`src/rtl/timer_irq_gen.sv`:
```
// Memory-mapped interval timer sourcing the level Interrupt request; masked while the CPU runs in kernel mode.
// Define TIMER_PRESCALE_EN to add the 16-bit prescaler register at offset 0xC.
module timer_irq_gen #(
    parameter logic [31:0] BASE_ADDR = 32'h4000_0000
) (
    input  logic        clk,
    input  logic        reset,
    input  logic [31:0] addr,
    input  logic [31:0] wdata,
    input  logic        MemRd,
    input  logic        MemWr,
    input  logic        kernel,
    output logic [31:0] rdata,
    output logic        Interrupt
);
    localparam logic [1:0] OFF_TH    = 2'd0;
    localparam logic [1:0] OFF_TL    = 2'd1;
    localparam logic [1:0] OFF_TCON  = 2'd2;
    localparam logic [1:0] OFF_PRESC = 2'd3;

    logic [31:0] th_q, th_d;
    logic [31:0] tl_q, tl_d;
    logic        en_q, en_d;
    logic        ie_q, ie_d;
    logic        st_q, st_d;
    logic        ovr_q, ovr_d;

    logic        sel;
    logic [1:0]  off;
    logic        wr_th, wr_tl, wr_tcon;
    logic        tick;
    logic        ovf;
    logic [31:0] presc_rd;
    logic        addr_lsb_unused;

    assign sel             = (addr[31:4] == BASE_ADDR[31:4]);
    assign off             = addr[3:2];
    assign addr_lsb_unused = ^addr[1:0];
    assign wr_th           = MemWr & sel & (off == OFF_TH);
    assign wr_tl           = MemWr & sel & (off == OFF_TL);
    assign wr_tcon         = MemWr & sel & (off == OFF_TCON);

`ifdef TIMER_PRESCALE_EN
    logic [15:0] presc_q, presc_d;
    logic [15:0] pcnt_q, pcnt_d;
    logic        wr_presc;

    assign wr_presc = MemWr & sel & (off == OFF_PRESC);
    assign tick     = (pcnt_q == presc_q);
    assign presc_rd = {16'h0, presc_q};

    // The prescale counter only advances while counting is enabled.
    always_comb begin
        presc_d = presc_q;
        pcnt_d  = pcnt_q;
        if (wr_presc) begin
            presc_d = wdata[15:0];
            pcnt_d  = 16'h0;
        end else if (en_q) begin
            pcnt_d = tick ? 16'h0 : pcnt_q + 16'd1;
        end
    end

    always_ff @(posedge clk or posedge reset) begin
        if (reset) begin
            presc_q <= 16'h0;
            pcnt_q  <= 16'h0;
        end else begin
            presc_q <= presc_d;
            pcnt_q  <= pcnt_d;
        end
    end
`else
    assign tick     = 1'b1;
    assign presc_rd = 32'h0;
`endif

    assign ovf = en_q & tick & (tl_q == 32'hFFFF_FFFF);

    // Later assignments take priority: CPU writes beat the reload, overflow beats a status clear.
    always_comb begin
        th_d  = th_q;
        tl_d  = tl_q;
        en_d  = en_q;
        ie_d  = ie_q;
        st_d  = st_q;
        ovr_d = ovr_q;
        if (en_q && tick)
            tl_d = ovf ? th_q : tl_q + 32'd1;
        if (wr_th)
            th_d = wdata;
        if (wr_tl)
            tl_d = wdata;
        if (wr_tcon) begin
            en_d  = wdata[0];
            ie_d  = wdata[1];
            st_d  = st_q & wdata[2];
            ovr_d = ovr_q & wdata[3];
        end
        if (ovf) begin
            st_d = 1'b1;
            if (st_q)
                ovr_d = 1'b1;
        end
    end

    always_ff @(posedge clk or posedge reset) begin
        if (reset) begin
            th_q  <= 32'h0;
            tl_q  <= 32'h0;
            en_q  <= 1'b0;
            ie_q  <= 1'b0;
            st_q  <= 1'b0;
            ovr_q <= 1'b0;
        end else begin
            th_q  <= th_d;
            tl_q  <= tl_d;
            en_q  <= en_d;
            ie_q  <= ie_d;
            st_q  <= st_d;
            ovr_q <= ovr_d;
        end
    end

    always_comb begin
        rdata = 32'h0;
        if (MemRd && sel) begin
            case (off)
                OFF_TH:   rdata = th_q;
                OFF_TL:   rdata = tl_q;
                OFF_TCON: rdata = {28'h0, ovr_q, st_q, ie_q, en_q};
                default:  rdata = presc_rd;
            endcase
        end
    end

    assign Interrupt = st_q & ie_q & ~kernel;

endmodule

```
`config.mk`:
```
export PLATFORM = sky130hd
export DESIGN_NAME = timer_irq_gen
export DESIGN_NICKNAME = d
export VERILOG_FILES = /design/src/rtl/timer_irq_gen.sv
export SDC_FILE = /design/constraint.sdc
export NUM_CORES = 1
export LEC_CHECK = 0
export ABC_AREA = 0
export BUFFER_PORTS_ARGS = -buffer_cell sky130_fd_sc_hd__buf_2
export CAP_MARGIN = 40
export CORE_MARGIN = 5
export CORE_UTILIZATION = 47
export CTS_BUF_LIST = sky130_fd_sc_hd__clkbuf_8
export CTS_CLUSTER_DIAMETER = 50
export DETAILED_ROUTE_END_ITERATION = 12
export GPL_TIMING_DRIVEN = 0
export PLACE_DENSITY = 0.71
export SLEW_MARGIN = 20
export SYNTH_ARGS = -nofsm -noshare
export SYNTH_HDL_FRONTEND = slang
export SYNTH_SLANG_ARGS = --single-unit
```
`constraint.sdc`:
```
create_clock -name clk -period 5.75 [get_ports clk]
set_input_delay 0.2875 -clock clk [delete_from_list [all_inputs] [get_ports clk]]
set_output_delay 0.2875 -clock clk [all_outputs]
set_load 0.02 [all_outputs]
```
==> results list <==
- Status: completed
- RSZ-0062 raised after global routing: false
- The detail route stage leaves a number of antenna-violating nets equal to 0.
* CP max FO: 10
* Std-Cell Core Area: 9150 um^2
- Hold is met by 150 ps.
- Final-report max-slew violation count: 0
* Final cycle utilization of the critical path: 49.1%
- Part of the power in the clock network: 40.4%
- Number of distinct library cells after synthesis: 53
* List of cells traversed by the critical path: buf_2 > nor4b_1 > nand4_1 > nor2_1 > nand3b_1 > clkbuf_1 > nor2_1 > buf_2
- Pre-CTS setup slack: 2880 ps
- Die area: 11300 um^2
- For this configuration, the core starts out at a cell density of 47.7%.
* Worst-skew pair later-pin latency: 350 ps
- TritonCTS clock tree: built
- Worst path required time: 5460 ps
- Die X: 106 um
- Final min period: 2820 ps
- The HPWL after detailed placement is 9.43 mm.
- In this run the static leakage power is 2.34 nW.
- In the final layout, the share of cells above drive strength 1 is 30.4%.
- Wire length of the first global-routing pass: 21.4 mm
- Counting tap cells, the placed design contains a total of 672 instances.
* Fraction of power consumed by combinational cells: 6.6%
- CP startpoint kind: primary input
- Counting along the longest clock path gives a buffer depth of 2.
- Clock root cell: clkbuf_8
- Pin count of the biggest net entering global routing: 54
- Number of warnings printed during yosys synthesis: 0
- Once layout is complete, the cells apart from fillers number 689.
- Dividing the detail-routed via count by the number of cells gives 5.94.
- The total overflow left after global routing is 0.
* Area overhead of the layout relative to synthesis: 19.7%
* Post-synthesis sequential area ratio: 39.0%
- The critical path in this run is classified as in2out.
- Buffers placed on the I/O ports in this run total 97.
- In this run the vertical extent of the chip is 106 um.
- The mapped netlist covers 4370 um^2.
- After detailed routing, the number of remaining DRC violations is 0.
- Crit path buf inv count: 3
* Transition time of the tightest slew-check pin: 808 ps
* Sw frac: 24.5%
* Via Count: 4094
- Average wire length per cell after detail routing: 18.5 um
* Critical-path top delay cell: nand3b_1
- Primary flip-flop cell chosen by synthesis mapping: dfrtp_1
- STA classifies the critical path endpoint as an output port.
- Number of instances in the synthesized netlist: 461
* Peak supply drop: 108 uV
* Initial DRC count: 245
- Number of inserted filler cells in the final layout: 816
- Clock edge transition at the registers on the reported setup and hold paths: 80 ps
- Power density normalized to cell area: 173 nW/um^2
- Worst Clk Skew: 12.5 ps
* Endpoint arrival time on the critical path: 2540 ps
- Antenna diode count: 0
- Worst hold path type: in2reg
- Buffers inserted during clock tree synthesis total 9.
* Placement Rows: 35
- Before antenna repair, the detailed router went through 4 iterations.
* Ports: 102
- Worst Setup Slack, final: 2930 ps
- H-tree depth: 3
- Synthesized-area fraction occupied by adder cells: 0.287%
- With fillers left out, the area of the finished cells amounts to 5230 um^2.
* Mux contribution to synthesized area: 20.5%
- Counting every net in the synthesized netlist gives 531.
* Syn avg cell area: 9.47 um^2
- Registers take 1700 um^2.
* Gpl congestion: 0.881
* Worst slew slack as a fraction of its limit: 46.1%
* Post-detailed-placement cell area: 5030 um^2
- Broken down by cell family, the worst path's largest delay share belongs to simple AND/OR/NAND/NOR gates.
- After synthesis, the largest family of logic cells by area is simple AND/OR/NAND/NOR gates.
* Final number of setup-violating endpoints: 0
* Final Routed Wirelength: 12.7 mm
- In the synthesized netlist the async set-or-reset flop fraction comes to 100%.
* Simple-gate area share of the yosys netlist: 22.8%
- Largest stage delay on the critical path: 440 ps
- The internal portion of the total power is 0.000682 W.
- Summed over all nets, the switching power comes to 0.000221 W.
- Area occupied by multi-input gates: 2500 um^2
* Seq pwr share: 53.0%
* Maxcap violations: 0
- Synthesized-area fraction occupied by ao, oa, aoi and oai cells: 11.0%
- The via count of the first global-routing pass came to 4215.
* Clock sink total: 68
- Summing the areas of all xor and xnor instances in the mapped netlist gives 2.81% of the synthesized area.
* Accumulated negative setup slack: 0 ps
* Number of antenna violations at the first check in global routing: 0
* Number of flops mapped to enable cells by yosys: 0
- Global routing used 23.6% of the available tracks.
* Final hold violation count: 0
- In the final design database the tool counted 644 nets.
- Seq cells post-synth: 68
* Maximum clock frequency: 354 MHz
[flip-flops by register name (all words and copies together) (netlist names)]
name,count
tl_q,32
th_q,32
ovr_q,1
en_q,1
st_q,1
ie_q,1
[final cells by class]
class,instances,share of cell area (%)
plain buffers,28,2.63
flip-flops and latches,68,32.6
well taps,111,2.66
clock inverters,4,0.479
clock buffers,11,2.90
repair buffers,102,10.4
multi-input cells,359,47.9
inverters,6,0.479
[cell usage after synthesis (2+ instances only)]
master | count | area share [%]
nand3_1 | 15 | 1.7
and4_1 | 8 | 1.6
nor4_1 | 16 | 2.3
clkbuf_1 | 16 | 1.4
nand4_1 | 15 | 2.1
buf_2 | 8 | 0.92
nand3b_1 | 2 | 0.34
buf_4 | 2 | 0.34
a2111oi_0 | 2 | 0.40
a31oi_1 | 3 | 0.43
dfrtp_1 | 68 | 39
xor2_1 | 9 | 1.8
nand2b_1 | 2 | 0.29
o31ai_1 | 9 | 1.5
a21oi_1 | 14 | 1.6
mux2i_1 | 50 | 11
a22o_1 | 2 | 0.40
nor3_1 | 15 | 1.7
inv_1 | 5 | 0.43
nand2_1 | 40 | 3.4
or2_2 | 7 | 1.0
nor2b_1 | 5 | 0.72
and3_1 | 5 | 0.72
o211ai_1 | 12 | 2.1
xnor2_1 | 5 | 1.0
mux2_2 | 35 | 9.0
nor2_1 | 48 | 4.1
o21ai_0 | 10 | 1.1
a211oi_1 | 8 | 1.4
buf_6 | 2 | 0.52
[worst register-to-register path, cell delays in order (launching register included)]
cell	delay, ps
dfrtp_1	480
nand4_2	270
nor4_1	630
and4_1	260
buf_2	270
buf_4	290
mux2i_1	220
o211ai_1	100
[logic make-up after synthesis]
kind of cell | count (synthesis)
flip-flops | 68
AO/OA/AOI/OAI | 70
AND/OR/NAND/NOR | 189
buffers and inverters | 34
adder cells (fa/ha/maj) | 1
multiplexers | 85
XOR/XNOR | 14
[path summary, 6_finish.rpt]
| path | from | endpoint | slack [ps] | cells past startpoint |
|---|---|---|---|---|
| min in group asynchronous | reset | tl_q[7]$_DFFE_PP0P_ | 410 | 3 |
| max | addr[13] | rdata[11] | 2930 | 8 |
| min reg2reg | ovr_q$_DFF_PP0_ | ovr_q$_DFF_PP0_ | 510 | 1 |
| max reg2reg | tl_q[5]$_DFFE_PP0P_ | tl_q[3]$_DFFE_PP0P_ | 3100 | 7 |
| min | wdata[8] | tl_q[8]$_DFFE_PP0P_ | 150 | 3 |
| max in group asynchronous | reset | th_q[15]$_DFFE_PP0P_ | 4800 | 4 |
[cell usage in the layout, fill, tap and decap left out, types with 7 or more instances in the layout]
| cell | netlist | routed |
|---|---|---|
| buf_2 | 8 | 106 |
| dfrtp_1 | 68 | 68 |
| mux2i_1 | 50 | 50 |
| nor2_1 | 48 | 48 |
| nand2_1 | 40 | 40 |
| mux2_2 | 35 | 35 |
| clkbuf_1 | 16 | 16 |
| nor4_1 | 16 | 16 |
| nand4_1 | 15 | 15 |
| nand3_1 | 15 | 15 |
| nor3_1 | 15 | 15 |
| a21oi_1 | 14 | 14 |
| o211ai_1 | 12 | 12 |
| clkbuf_8 | 0 | 11 |
| o21ai_0 | 10 | 10 |
| o31ai_1 | 9 | 9 |
| xor2_1 | 9 | 9 |
| and4_1 | 8 | 8 |
| a211oi_1 | 8 | 8 |
| or2_2 | 7 | 7 |
[per-stage QoR]
stage | util [%] | total power, W
detailed placement | 55.0 | 0.000546
floorplan | - | 0.000511
finish | 57.1 | 0.000902
global placement | 54.5 | 0.000543
CTS | 57.0 | 0.000908
global route | 57.1 | 0.000936
[power groups by stage]
stage | logic, W | clock network (W) | registers, W
2_1_floorplan | 0.0000238 | 0 | 0.000487
6_report | 0.0000595 | 0.000365 | 0.000478
4_1_cts | 0.0000598 | 0.000370 | 0.000478
5_1_grt | 0.0000665 | 0.000391 | 0.000478
3_3_place_gp | 0.0000556 | 0 | 0.000487
3_5_place_dp | 0.0000591 | 0 | 0.000487
[what timing repair did]
action | in CTS | in global routing
endpoints found under the hold margin | 15 | 0
setup buffers | 0 | 0
hold buffers | 1 | 0
resized for setup | 0 | 0
[metal layers]
metal | GRT usage [%] | up-vias | wire [um]
met5 | 0 | - | 0
met1 | 31.9 | 1973 | 5680
met2 | 38.0 | 168 | 5900
li1 | - | 1931 | -
met4 | 8.14 | 0 | 266
met3 | 4.55 | 22 | 893
(Power assumes the default switching activity.)
